`config.mk`:
```
export PLATFORM = sky130hd
export DESIGN_NAME = mac_driver
export DESIGN_NICKNAME = d
export VERILOG_FILES = /design/src/rtl/mac_pkg.sv /design/src/rtl/mac_drv_counter.sv /design/src/rtl/mac_driver.sv
export SDC_FILE = /design/constraint.sdc
export NUM_CORES = 1
export LEC_CHECK = 0
export CAP_MARGIN = 30
export CORE_UTILIZATION = 49
export DETAILED_ROUTE_END_ITERATION = 10
export PLACE_DENSITY = 0.81
export SYNTH_ARGS = -nofsm -noshare
export SYNTH_HDL_FRONTEND = slang
export SYNTH_HIERARCHICAL = 1
export SYNTH_SLANG_ARGS = --single-unit
```
`constraint.sdc`:
```
create_clock -name clk -period 3.5 [get_ports clk]
set_clock_uncertainty 0.15 [all_clocks]
set_input_delay 0.7 -clock clk [delete_from_list [all_inputs] [get_ports clk]]
set_output_delay 0.7 -clock clk [all_outputs]
set_load 0.02 [all_outputs]
```
`src/rtl/mac_pkg.sv`:
```
// Shared definitions for the MAC initiator-side driver.
//   mac_state_e  : sequencer states
//   DataWidth    : operand / result width
//   AddrWidth    : operand SRAM address width
//   CountWidth   : job-length counter width (holds 1..256)
//   FloatIntFp / FloatIntInt : MAC data-type encoding
//   job_len()    : expands the 8-bit length field (0 means 256)
package mac_pkg;

    localparam int unsigned DataWidth  = 16;
    localparam int unsigned AddrWidth  = 8;
    localparam int unsigned CountWidth = AddrWidth + 1;

    localparam logic FloatIntFp  = 1'b1;
    localparam logic FloatIntInt = 1'b0;

    typedef enum logic [2:0] {
        StIdle,
        StConf,
        StStream,
        StDrain,
        StResult
    } mac_state_e;

    // A zero length field encodes 256 pairs.
    function automatic logic [CountWidth-1:0] job_len(input logic [AddrWidth-1:0] len);
        return {(len == '0), len};
    endfunction

endpackage

```
`src/rtl/mac_drv_counter.sv`:
```
// Loadable up-counter with terminal compare.
//   clk, rst_n  : clock, asynchronous active-low reset
//   load_i      : load load_val_i (takes priority over inc_i)
//   load_val_i  : load value
//   inc_i       : increment by one
//   term_i      : terminal value to compare against
//   count_o     : current count
//   term_o      : count_o == term_i
module mac_drv_counter #(
    parameter int unsigned Width = 9
) (
    input  logic             clk,
    input  logic             rst_n,
    input  logic             load_i,
    input  logic [Width-1:0] load_val_i,
    input  logic             inc_i,
    input  logic [Width-1:0] term_i,
    output logic [Width-1:0] count_o,
    output logic             term_o
);

    logic [Width-1:0] count_q, count_d;

    always_comb begin
        count_d = count_q;
        if (load_i) begin
            count_d = load_val_i;
        end else if (inc_i) begin
            count_d = count_q + Width'(1);
        end
    end

    always_ff @(posedge clk or negedge rst_n) begin
        if (!rst_n) begin
            count_q <= '0;
        end else begin
            count_q <= count_d;
        end
    end

    assign count_o = count_q;
    assign term_o  = (count_q == term_i);

endmodule

```
`src/rtl/mac_driver.sv`:
```
// Job sequencer feeding operand pairs from a dual-output SRAM into a MAC.
//   cmd_*        : job descriptor (base, length with 0 = 256, data type), ready/valid
//   rd_*         : SRAM read port; rd_data is captured at the edge closing the rd_en cycle
//   config_en, float_int, data_num : MAC configuration
//   in_a, in_b, in_valid_a, in_valid_b : MAC operand stream
//   out_valid, mac_out : MAC partial-result strobe and value
//   res_*        : final result, ready/valid; res_timeout flags an aborted job
module mac_driver
    import mac_pkg::*;
#(
    parameter int unsigned TIMEOUT     = 64,
    parameter int unsigned CONF_CYCLES = 2
) (
    input  logic                 clk,
    input  logic                 rst_n,
    input  logic                 cmd_valid,
    output logic                 cmd_ready,
    input  logic [AddrWidth-1:0] cmd_base,
    input  logic [AddrWidth-1:0] cmd_len,
    input  logic                 cmd_float_int,
    output logic                 rd_en,
    output logic [AddrWidth-1:0] rd_addr,
    input  logic [DataWidth-1:0] rd_data_a,
    input  logic [DataWidth-1:0] rd_data_b,
    output logic                 config_en,
    output logic                 float_int,
    output logic [AddrWidth-1:0] data_num,
    output logic [DataWidth-1:0] in_a,
    output logic [DataWidth-1:0] in_b,
    output logic                 in_valid_a,
    output logic                 in_valid_b,
    input  logic                 out_valid,
    input  logic [DataWidth-1:0] mac_out,
    output logic                 res_valid,
    input  logic                 res_ready,
    output logic [DataWidth-1:0] res_data,
    output logic                 res_timeout
);

    localparam int unsigned IdleWidth = $clog2(TIMEOUT + 1);

    mac_state_e           state_q, state_d;
    logic                 cmd_ready_q, cmd_ready_d;
    logic [AddrWidth-1:0] base_q, base_d, len_q, len_d;
    logic                 float_int_q, float_int_d;
    logic [DataWidth-1:0] res_data_q, res_data_d;
    logic                 res_timeout_q, res_timeout_d;
    logic [DataWidth-1:0] in_a_q, in_a_d, in_b_q, in_b_d;
    logic                 in_valid_q, in_valid_d;

    logic                  accept;
    logic [CountWidth-1:0] job_n;

    logic                  issue_load, issue_inc, issue_term;
    logic [CountWidth-1:0] issue_cnt, issue_term_val;
    logic                  unused_issue_msb;

    logic                  pulse_load, pulse_inc, pulse_term, pulse_done, pulse_final;
    logic [CountWidth-1:0] pulse_cnt;

    logic                  idle_load, idle_inc, idle_term, timed_out;
    logic [IdleWidth-1:0]  unused_idle_cnt;

    assign accept = cmd_valid & cmd_ready_q;
    assign job_n  = job_len(len_q);

    // Issue index doubles as the CONF dwell counter; it is reloaded on entry to STREAM.
    assign issue_load     = (state_q == StIdle) | ((state_q == StConf) & issue_term);
    assign issue_inc      = (state_q == StConf) | (state_q == StStream);
    assign issue_term_val = (state_q == StConf) ? CountWidth'(CONF_CYCLES - 1)
                                                : job_n - CountWidth'(1);

    mac_drv_counter #(.Width(CountWidth)) u_issue_cnt (
        .clk        (clk),
        .rst_n      (rst_n),
        .load_i     (issue_load),
        .load_val_i ('0),
        .inc_i      (issue_inc),
        .term_i     (issue_term_val),
        .count_o    (issue_cnt),
        .term_o     (issue_term)
    );
    assign unused_issue_msb = issue_cnt[CountWidth-1];

    // Pulses are only counted while a job is streaming or draining, and never past N.
    assign pulse_load  = (state_q == StIdle);
    assign pulse_done  = (pulse_cnt == job_n);
    assign pulse_inc   = out_valid & ((state_q == StStream) | (state_q == StDrain)) & ~pulse_done;
    assign pulse_final = pulse_done | (pulse_inc & pulse_term);

    mac_drv_counter #(.Width(CountWidth)) u_pulse_cnt (
        .clk        (clk),
        .rst_n      (rst_n),
        .load_i     (pulse_load),
        .load_val_i ('0),
        .inc_i      (pulse_inc),
        .term_i     (job_n - CountWidth'(1)),
        .count_o    (pulse_cnt),
        .term_o     (pulse_term)
    );

    // Consecutive quiet DRAIN cycles; the TIMEOUT-th one ends the job.
    assign idle_load = (state_q != StDrain) | out_valid;
    assign idle_inc  = (state_q == StDrain);
    assign timed_out = (state_q == StDrain) & idle_term & ~out_valid;

    mac_drv_counter #(.Width(IdleWidth)) u_idle_cnt (
        .clk        (clk),
        .rst_n      (rst_n),
        .load_i     (idle_load),
        .load_val_i ('0),
        .inc_i      (idle_inc),
        .term_i     (IdleWidth'(TIMEOUT - 1)),
        .count_o    (unused_idle_cnt),
        .term_o     (idle_term)
    );

    // Next-state logic.
    always_comb begin
        state_d = state_q;
        unique case (state_q)
            StIdle:   if (accept)                   state_d = StConf;
            StConf:   if (issue_term)               state_d = StStream;
            StStream: if (issue_term)               state_d = StDrain;
            StDrain:  if (pulse_final || timed_out) state_d = StResult;
            StResult: if (res_ready)                state_d = StIdle;
            default:                                state_d = StIdle;
        endcase
    end

    // Output decode.
    always_comb begin
        config_en = (state_q == StConf);
        rd_en     = (state_q == StStream);
        res_valid = (state_q == StResult);
        rd_addr   = rd_en ? base_q + issue_cnt[AddrWidth-1:0] : '0;
    end

    // Descriptor, result and operand registers.
    always_comb begin
        base_d        = accept ? cmd_base : base_q;
        len_d         = accept ? cmd_len : len_q;
        float_int_d   = accept ? cmd_float_int : float_int_q;
        res_data_d    = res_data_q;
        res_timeout_d = res_timeout_q;
        if (accept) begin
            res_data_d    = '0;
            res_timeout_d = 1'b0;
        end else begin
            if (pulse_inc) begin
                res_data_d = mac_out;
            end
            if (timed_out && !pulse_final) begin
                res_timeout_d = 1'b1;
            end
        end
        in_valid_d = rd_en;
        in_a_d     = rd_en ? rd_data_a : in_a_q;
        in_b_d     = rd_en ? rd_data_b : in_b_q;
    end

    assign cmd_ready_d = (state_d == StIdle);

    always_ff @(posedge clk or negedge rst_n) begin
        if (!rst_n) begin
            state_q       <= StIdle;
            cmd_ready_q   <= 1'b0;
            base_q        <= '0;
            len_q         <= '0;
            float_int_q   <= 1'b0;
            res_data_q    <= '0;
            res_timeout_q <= 1'b0;
            in_a_q        <= '0;
            in_b_q        <= '0;
            in_valid_q    <= 1'b0;
        end else begin
            state_q       <= state_d;
            cmd_ready_q   <= cmd_ready_d;
            base_q        <= base_d;
            len_q         <= len_d;
            float_int_q   <= float_int_d;
            res_data_q    <= res_data_d;
            res_timeout_q <= res_timeout_d;
            in_a_q        <= in_a_d;
            in_b_q        <= in_b_d;
            in_valid_q    <= in_valid_d;
        end
    end

    assign cmd_ready   = cmd_ready_q;
    assign float_int   = float_int_q;
    assign data_num    = len_q;
    assign in_a        = in_a_q;
    assign in_b        = in_b_q;
    assign in_valid_a  = in_valid_q;
    assign in_valid_b  = in_valid_q;
    assign res_data    = res_data_q;
    assign res_timeout = res_timeout_q;

endmodule
```
Word-level counts from Yosys, hierarchy flattened
Index checks and enable logic that the tools add are counted.
- register bits after elaboration: 96
- input bits: 70
- output and inout port bits: 72
- word-level logic and storage cells: 70
- add/sub/neg operators: 5
- equality and inequality tests: 9
- multiplexer cells: 18
- bitwise operators: 14
- reduce and logical (&&, ||, !) cells: 11
- operators by type and width (cell ; number):
    $mux 9 ; 5
    $mux 16 ; 2
    $eq 9x9->1 ; 3
    $add 9x1->9 const B ; 2
    $mux 3 ; 5
    $pmux 3 s5 ; 1
    $mux 7 ; 2
    $reduce_bool 2->1 ; 5
    $sub 9x1->9 const B ; 1
    $add 8x8->8 ; 1
    $logic_not 8->1 ; 1
    $mux 8 ; 1
    $add 7x1->7 const B ; 1
    $and 1x1->1 ; 7
    $eq 7x6->1 const B ; 1
    $eq 3x2->1 const B ; 2
    $logic_not 3->1 ; 2
    $or 1x1->1 ; 5
    $eq 3x1->1 const B ; 1
    $eq 3x3->1 const B ; 1
    $ne 3x2->1 const B ; 1
    $mux 1 ; 2
    $not 1->1 ; 2
    $logic_and 1x1->1 ; 1
    other kinds (2) ; 2

Logic depth before layout (Yosys ltp)
Gate-level depths: netlist (run 1).
- depth in word-level cells: 10
- gate-level depth with buffers: 13
- mapped depth without buffers: 12

Modules after synthesis
Netlist (run 1), hierarchy kept.
- modules (own cells, without submodules) (module ; times used ; cells an instance ; area an instance (µm²) ; seq. area each (µm²)):
    mac_driver ; 1 ; 404 ; 3611.0 ; 1776.7
    mac_drv_counter (u_issue_cnt ...) ; 2 ; 66 ; 601.8 ; 225.2
    mac_drv_counter (u_idle_cnt) ; 1 ; 47 ; 424.2 ; 175.2

Least setup slack after synthesis (run 1)
OpenSTA, ideal clock, no wires.
- path type: flip-flop to flip-flop
- from: register len_q[3], in the netlist data_num[3]
- to: register u_issue_cnt.count_q[8], in the netlist u_issue_cnt/count_o[8]
- library setup time: 126 ps
- arrival: 3051 ps
- required time: 3224 ps
- setup slack: 173 ps
- stages on the path, launching flop included: 14
- buffers on the path: 2
- period minus slack after synthesis: 3327 ps
- path through: dfrtp_1 > buf_4 > nor4_4 > nor4b_1 > xor2_1 > nor2b_1 > xnor2_1 > nand4_1 > nor4_1 > a21o_1 > clkbuf_1 > inv_1 > o311a_1 > a221o_1
- elaborated cells on any way between the ends: 8
- classes of those cells: add/sub: 1; eq/ne: 1; mux: 2; bitwise: 2; reduce/logical: 2
- RTL lines (what ; line ; RTL):
    start: declaration ; mac_driver.sv:44 ; logic [AddrWidth-1:0] base_q, base_d, len_q, len_d;
    start signal: assignment ; mac_driver.sv:180 ; len_q <= len_d;
    $sub 9x1->9 (*) ; mac_driver.sv:71 ; : job_n - CountWidth'(1);
    $mux 9 (*) ; mac_driver.sv:70 ; assign issue_term_val = (state_q == StConf) ? CountWidth'(CONF_CYCLES - 1)
    net issue_term_val[7] ; mac_driver.sv:55 ; logic [CountWidth-1:0] issue_cnt, issue_term_val;
    $eq 9x9->1 (*) ; mac_drv_counter.sv:42 ; assign term_o = (count_q == term_i);
    net issue_term ; mac_driver.sv:54 ; logic issue_load, issue_inc, issue_term;
    $and 1x1->1 (*) ; mac_driver.sv:68 ; assign issue_load = (state_q == StIdle) | ((state_q == StConf) & issue_term);
    $or 1x1->1 (*) ; mac_driver.sv:68 ;
    net issue_load ; mac_driver.sv:54 ;
    $mux 9 or $reduce_bool 2->1 (tied branches) ; -- ;
    end signal: assignment ; mac_drv_counter.sv:37 ; count_q <= count_d;
    end: declaration ; mac_drv_counter.sv:22 ; logic [Width-1:0] count_q, count_d;
Mark *: on every way through the listed nets, which the timed path passes. The rest lies on a longest branch.
A chain may end at the register's enable or synchronous reset.

Worst setup path in the final report (run 1)
- from: register base_q[1]
- to: output port rd_addr[5]
- longest elaborated chain between the ends: 2
- RTL lines (what ; line ; RTL):
    start: declaration ; mac_driver.sv:44 ;
    start signal: assignment ; mac_driver.sv:179 ; base_q <= base_d;
    $add 8x8->8 ; mac_driver.sv:136 ; rd_addr = rd_en ? base_q + issue_cnt[AddrWidth-1:0] : '0;
    $mux 8 ; mac_driver.sv:136 ;
    end: declaration ; mac_driver.sv:22 ; output logic [AddrWidth-1:0] rd_addr,
No other way between the ends.

==> impl_metrics.env, run 1 <==
export IMPL_multi_input_area_um2=2740
export IMPL_cts_sinks=96
export IMPL_min_period_over_period_pct=96.6
export IMPL_drt_total_wl_mm=12.8
export IMPL_run_status="complete, no violations"
export IMPL_cp_max_fo=3
export IMPL_antenna_found_initial=0
export IMPL_gp_congestion=0.939
export IMPL_portBuffers=141
export IMPL_syn_area_um2=5240
export IMPL_nFillCells=849
export IMPL_power_uw=6320
export IMPL_drtPass1Iterations=4
export IMPL_r2r_cells=11
export IMPL_start_kind="flop"
export IMPL_cts_tree="built"
export IMPL_drc_errors=0
export IMPL_crit_start="base_q[1]"
export IMPL_max_clock_path_buffers=2
export IMPL_fp_dieH_um=105
export IMPL_tightest_slew_ps=787
export IMPL_powerDensity_nw_per_um2=896
export IMPL_syn_area_per_cell_um2=8.99
export IMPL_synth_seq_cells=96
export IMPL_relSlewSlack_pct=47.5
export IMPL_r2r_start="data_num[3]"
export IMPL_dpl_hpwl_mm=9.48
export IMPL_initialDrtViolationCount=226
export IMPL_n_antenna_cell=0
export IMPL_regArea_um2=2400
export IMPL_grtUsageTotal_pct=24.3
export IMPL_r2r_end="u_issue_cnt/count_o[8]"
export IMPL_timing_final_crit_period_ps=3380
export IMPL_coreArea_um2=10300
export IMPL_drv_cap=0
export IMPL_fp_dieW_um=105
export IMPL_worstSetupEndpoint="rd_addr[5]"
export IMPL_placementRows=37
export IMPL_fmax_mhz=296
export IMPL_clock_latency_ps=380
export IMPL_synth_cells=583
export IMPL_hold_viol=0
export IMPL_grt_max_degree=52
export IMPL_rsz0062_at_grt="no"
export IMPL_initial_utilization_pct=50.7
export IMPL_final_nets=832
export IMPL_root_buffer="clkbuf_8"
export IMPL_die_area_um2=11100
export IMPL_area_growth_syn_to_layout_pct=34.6
export IMPL_leakage_uw=0.00321
export IMPL_final_cell_mix="192 x nand2_1, 136 x clkdlybuf4s50_1, 96 x dfrtp_1"
export IMPL_layout_commonest_cell="nand2_1"
export IMPL_grt_overflow=0
export IMPL_first_global_vias=4299
export IMPL_wl_per_cell_um=14.4
export IMPL_cts_max_level=3
export IMPL_pin_count=142
export IMPL_numCtsBuffers=9
export IMPL_rrSetupSlack_ps=290
export IMPL_maxSlewViolCount=0
export IMPL_tns_ps=0
export IMPL_path_clk_slew_ps=90
export IMPL_yosys_warnings=6
export IMPL_vias=4545
export IMPL_viasPerCell=5.10
export IMPL_hold_path_class="in -> async"
export IMPL_grt_pass1_wl_mm=21.3
export IMPL_vdd_drop_max_mv=0.418
export IMPL_cp_end_kind="output port"
export IMPL_setup_viol=0
export IMPL_final_antenna_net_count=0
export IMPL_drive_gt1_share_pct=7.95
export IMPL_ys_types=47
export IMPL_critical_path_class="reg -> out"
export IMPL_arrival_ps=2530
export IMPL_seq_area_frac_synth_pct=45.9
export IMPL_cp_required_ps=2650
where the power goes:
group | switching, uW | internal [uW]
Combinational | 1880 | 1640
Sequential | 521 | 1610
Clock | 409 | 265
Total | 2810 | 3510
registers in the layout, summed over array words and instances (netlist names):
register / count
data_num: 8
state_q: 3
u_pulse_cnt/count_o: 9
base_q: 8
u_issue_cnt/count_o: 9
float_int: 1
in_valid_a: 1
cmd_ready: 1
res_data: 16
in_a: 16
res_timeout: 1
in_b: 16
u_idle_cnt/count_o: 7
worst min path at each step:
stage,startpoint,endpoint,slack (ps)
after global placement,in_b[4],in_b[4],310
after detailed placement,in_b[5],in_b[5],310
final,rst_n,in_b[8],180
after CTS,rst_n,in_b[8],180
after floorplan,rst_n,base_q[0],250
after global routing,rst_n,in_b[8],210
what timing repair did:
item / 4_1_cts / 5_1_grt
hold buffers: 0 / 0
gates resized for setup: 4 / 2
pin swaps: 0 / 0
setup endpoints to repair: 4 / 1
buffers inserted: 0 / 0
kinds of logic (layout without fill, tap and decap cells):
logic type,after synthesis,after routing,synth area share (%)
flip-flops,96,96,45.9
buffers and inverters,42,182,4.11
other,2,34,0.143
AND/OR/NAND/NOR,302,302,27.2
XOR/XNOR,55,55,9.20
AO/OA/AOI/OAI,69,69,9.53
adder cells (fa/ha/maj),12,12,3.01
multiplexers,5,5,0.955
metrics by stage:
| stage | cell area [um2] | setup WS (ps) | hold slack, ps | std cells | utilization, % |
|---|---|---|---|---|---|
| 2_1_floorplan | 5360 | 173 | 254 | 615 | - |
| 3_3_place_gp | 6890 | 278 | 306 | 875 | 66.7 |
| 3_5_place_dp | 6890 | 189 | 312 | 875 | 66.7 |
| 4_1_cts | 7050 | 28.2 | 183 | 891 | 68.3 |
| 5_1_grt | 7050 | 15.4 | 210 | 891 | 68.3 |
| 6_report | 7050 | 119 | 175 | 891 | 68.3 |
worst max-delay path, stage by stage (launching register included):
cell,delay [ps]
dfrtp_1,430
ha_1,310
a21o_1,120
a21o_1,140
a21oi_1,100
or4b_2,610
nand3_1,90
dlygate4sd2_1,350
final cells by class:
class | instances | area share, %
sequential | 96 | 34.1
clock buffer | 11 | 1.86
clock inverter | 5 | 0.568
multi-input combinational | 477 | 38.9
inverter | 10 | 0.532
tap | 136 | 2.41
timing repair buffer | 156 | 21.6
per-layer routing:
metal | global-route usage (%) | up-vias | share of wire [%] | wire (um)
met2 | 39.8 | 153 | 48 | 6090
li1 | - | 2253 | - | -
met3 | 4.70 | 17 | 5.9 | 758
met4 | 8.65 | 0 | 1.7 | 219
met5 | 0 | - | 0 | 0
met1 | 32.2 | 2122 | 45 | 5740
synth_stat cells (all sizes together):
master	instances	area (um2)
a21boi	1	7.51
a22o	1	8.76
nor4	4	40.0
or4	6	45.0
nand2b	5	31.3
xnor2	34	298
a21o	5	37.5
and2	6	37.5
o311a	2	20.0
nor2b	8	50.1
nand2	193	724
ha	11	138
nand4b	2	17.5
and4	1	10.0
or3	2	12.5
nor3b	4	30.0
a21oi	7	35.0
dfrtp	96	2400
xor2	21	184
nand3	32	185
conb	2	7.51
or2	1	6.26
clkbuf	19	73.8
nor2	14	52.6
nand4	15	124
buf	13	104
o211ai	6	45.0
fa	1	20.0
or4b	2	20.0
nor4b	1	8.76
a31oi	5	37.5
nor3	6	30.0
a221o	3	30.0
inv	10	37.5
o41ai	2	43.8
mux2i	5	50.1
o21ai	37	234
Note: power is estimated with default switching activity, not from simulation.
==> run 2, diff against run 1 <==
--- a/config.mk
+++ b/config.mk
@@ -5,7 +5,7 @@
 export SDC_FILE = /design/constraint.sdc
 export NUM_CORES = 1
 export LEC_CHECK = 0
-export CAP_MARGIN = 30
+export CAP_MARGIN = 5
 export CORE_UTILIZATION = 49
 export DETAILED_ROUTE_END_ITERATION = 10
 export PLACE_DENSITY = 0.81
==> results of run 2 <==
The final DEF is identical to that of run 1; final timing and power are the same.
==> run 3, diff against run 2 <==
--- a/config.mk
+++ b/config.mk
@@ -5,10 +5,12 @@
 export SDC_FILE = /design/constraint.sdc
 export NUM_CORES = 1
 export LEC_CHECK = 0
+export ABC_AREA = 1
 export CAP_MARGIN = 5
-export CORE_UTILIZATION = 49
+export CORE_UTILIZATION = 50
+export CTS_CLUSTER_DIAMETER = 80
 export DETAILED_ROUTE_END_ITERATION = 10
-export PLACE_DENSITY = 0.81
+export PLACE_DENSITY = 0.82
 export SYNTH_ARGS = -nofsm -noshare
 export SYNTH_HDL_FRONTEND = slang
 export SYNTH_HIERARCHICAL = 1
==> impl_metrics.env, run 3 <==
export IMPL_ys_top_cells_by_area="dfrtp_1 44%, nand2_1 21%, nand3_1 5.3%, inv_1 4.0%, nor2_1 3.3%"
export IMPL_power_uw=6220
export IMPL_yosys_warnings=6
export IMPL_sw_frac_of_total_pct=46.4
export IMPL_arrival_ps=2490
export IMPL_start_kind="flop"
export IMPL_synth_cells=748
export IMPL_timing_final_crit_period_ps=3340
export IMPL_pwr_share_comb_pct=54.7
export IMPL_critical_path_top_delay_family="buffers and inverters"
export IMPL_rrSetupSlack_ps=480
export IMPL_drt_total_wl_mm=13.5
export IMPL_cp_max_fo=6
export IMPL_postCtsHoldBufs=0
export IMPL_pin_count=142
export IMPL_viasPerCell=4.82
export IMPL_synth_seq_cells=96
export IMPL_numCtsBuffers=9
export IMPL_syn_area_um2=5510
export IMPL_final_cell_mix="308 x nand2_1, 138 x clkdlybuf4s50_1, 96 x dfrtp_1"
export IMPL_die_area_um2=11400
export IMPL_r2r_start="data_num[0]"
export IMPL_layout_commonest_cell="nand2_1"
export IMPL_placementRows=37
export IMPL_setup_ws_ps=162
export IMPL_tightest_slew_ps=681
export IMPL_synth_edf_count=0
export IMPL_min_period_over_period_pct=95.4
export IMPL_pre_cts_slack_ps=371
export IMPL_cp_required_ps=2650
export IMPL_crit_buf_inv=1
export IMPL_ys_types=39
export IMPL_final_nets=1006
export IMPL_final_antenna_net_count=0
export IMPL_vias=5135
export IMPL_path_clk_slew_ps=100
export IMPL_grt_pass1_wl_mm=22.6
export IMPL_seqPwrFrac_pct=34.1
export IMPL_drive_gt1_share_pct=8.40
export IMPL_area_growth_syn_to_layout_pct=33.8
export IMPL_coreArea_um2=10500
export IMPL_synth_top_cell_by_area="dfrtp_1"
export IMPL_maxSlewViolCount=0
export IMPL_rsz0062_at_grt="no"
export IMPL_post_cts_buffers=0
export IMPL_worstPathCellList="ha_1, a21oi_1, nor3_1, a211oi_2, a21oi_1, nor2_1, clkdlybuf4s50_1"
export IMPL_gp_congestion=0.824
export IMPL_cp_end_kind="output port"
export IMPL_root_buffer="clkbuf_8"
export IMPL_yosysMostFrequentCell="nand2_1"
export IMPL_async_reset_ff_share_pct=100
export IMPL_cts_tree="built"
export IMPL_grt_max_degree=52
export IMPL_powerDensity_nw_per_um2=844
export IMPL_drtPass1Iterations=4
export IMPL_grtUsageTotal_pct=24.9
export IMPL_dpl_hpwl_mm=9.99
export IMPL_fp_dieH_um=107
export IMPL_drc_errors=0
export IMPL_cts_max_level=3
export IMPL_initial_utilization_pct=52.4
export IMPL_first_global_vias=4868
export IMPL_cpPeakStageDelay_ps=610
export IMPL_syn_area_per_cell_um2=7.36
export IMPL_r2r_end="u_issue_cnt/count_o[8]"
export IMPL_crit_top_cell="a21oi_1"
export IMPL_wl_per_cell_um=12.7
export IMPL_intPower_uw=3330
export IMPL_power_switching_uw=2890
export IMPL_critical_path_class="reg -> out"
export IMPL_clkPwrFrac_pct=11.3
export IMPL_n_antenna_cell=0
export IMPL_crit_start="u_issue_cnt/count_o[4]"
export IMPL_synth_top_cells_by_count="308 x nand2_1, 96 x dfrtp_1, 58 x inv_1, 58 x nand3_1, 48 x nor2_1"
export IMPL_grt_overflow=0
export IMPL_fmax_mhz=300
export IMPL_portBuffers=141
export IMPL_hold_viol=0
export IMPL_vdd_drop_max_mv=0.572
export IMPL_synth_top_area_share_pct=43.6
export IMPL_ys_flop_type="dfrtp_1"
export IMPL_relSlewSlack_pct=54.6
export IMPL_max_clock_path_buffers=2
export IMPL_clock_latency_ps=380
export IMPL_antenna_found_initial=0
export IMPL_r2r_cells=17
export IMPL_leakage_uw=0.00369
export IMPL_crit_path_top_delay_cell="clkdlybuf4s50_1"
export IMPL_hold_path_class="in -> async"
export IMPL_cts_sinks=96
export IMPL_run_status="complete, no violations"
export IMPL_drv_cap=0
export IMPL_initialDrtViolationCount=235
export IMPL_setup_viol=0
export IMPL_seq_area_frac_synth_pct=43.6
export IMPL_tns_ps=0
export IMPL_fp_dieW_um=107
==> run 3: changes by cell type after synthesis, sizes merged, moves of 6 or more <==
cell	delta
nand3	+27
and2	-6
a21oi	+11
inv	+65
nand2	+130
nor2b	-8
o21ai	-9
or4	-6
nand4	-13
a22oi	+19
xor2	-16
nor2	+47
clkbuf	-10
xnor2	-22
==> run 3: power groups by stage <==
| stage | clock network [uW] | registers, uW | logic [uW] |
|---|---|---|---|
| floorplan | 0 | 2430 | 1790 |
| global placement | 0 | 2110 | 3340 |
| detailed placement | 0 | 2120 | 3390 |
| CTS | 718 | 2120 | 3410 |
| global route | 762 | 2210 | 3790 |
| finish | 700 | 2120 | 3400 |
==> run 3: logic make-up after synthesis <==
| logic type | share of synthesized area, % |
|---|---|
| flops | 43.6 |
| simple gates | 35.5 |
| fa+ha+maj | 2.86 |
| xor+xnor | 2.70 |
| buf+inv | 7.18 |
| other cells | 0.136 |
| compound gates | 7.97 |
==> run 3: worst max path at each step <==
| stage | slack [ps] | cells after the start | endpoint |
|---|---|---|---|
| after CTS | 100 | 7 | rd_addr[7] |
| after detailed placement | 370 | 10 | rd_addr[6] |
| after floorplan | 730 | 20 | u_issue_cnt/count_o[2] |
| after global routing | 40 | 7 | rd_addr[7] |
| after global placement | 370 | 10 | rd_addr[6] |
| final | 160 | 7 | rd_addr[7] |
==> run 3: cell type report <==
type,count,area [um2]
inverter,76,285
clock inverter,6,50.0
clock buffer,10,128
sequential,96,2400
fill,896,3140
multi-input combinational,592,2850
timing repair buffer,149,1480
tap,136,170
==> run 3: timing repair <==
action | 4_1_cts | 5_1_grt
endpoints found under the setup margin | 2 | 1
gates resized for setup | 2 | 1
endpoints found under the hold margin | 0 | 0
==> run 3: metal layers <==
layer / wire (um) / share of wire [%] / up-vias / global-route usage, %
li1: - / - / 2662 / -
met1: 6060 / 45 / 2338 / 32.0
met2: 6480 / 48 / 119 / 41.4
met3: 796 / 5.9 / 16 / 6.75
met4: 206 / 1.5 / 0 / 6.75
met5: 0 / 0 / - / 0
==> run 3: metrics by stage <==
step	utilization, %	hold WS, ps	std cells	instance area (um2)
3_3_place_gp	68.4	302	1049	7190
6_report	70.1	215	1065	7370
5_1_grt	70.1	246	1065	7370
3_5_place_dp	68.4	307	1049	7190
4_1_cts	70.1	223	1065	7360
2_1_floorplan	-	254	783	5640
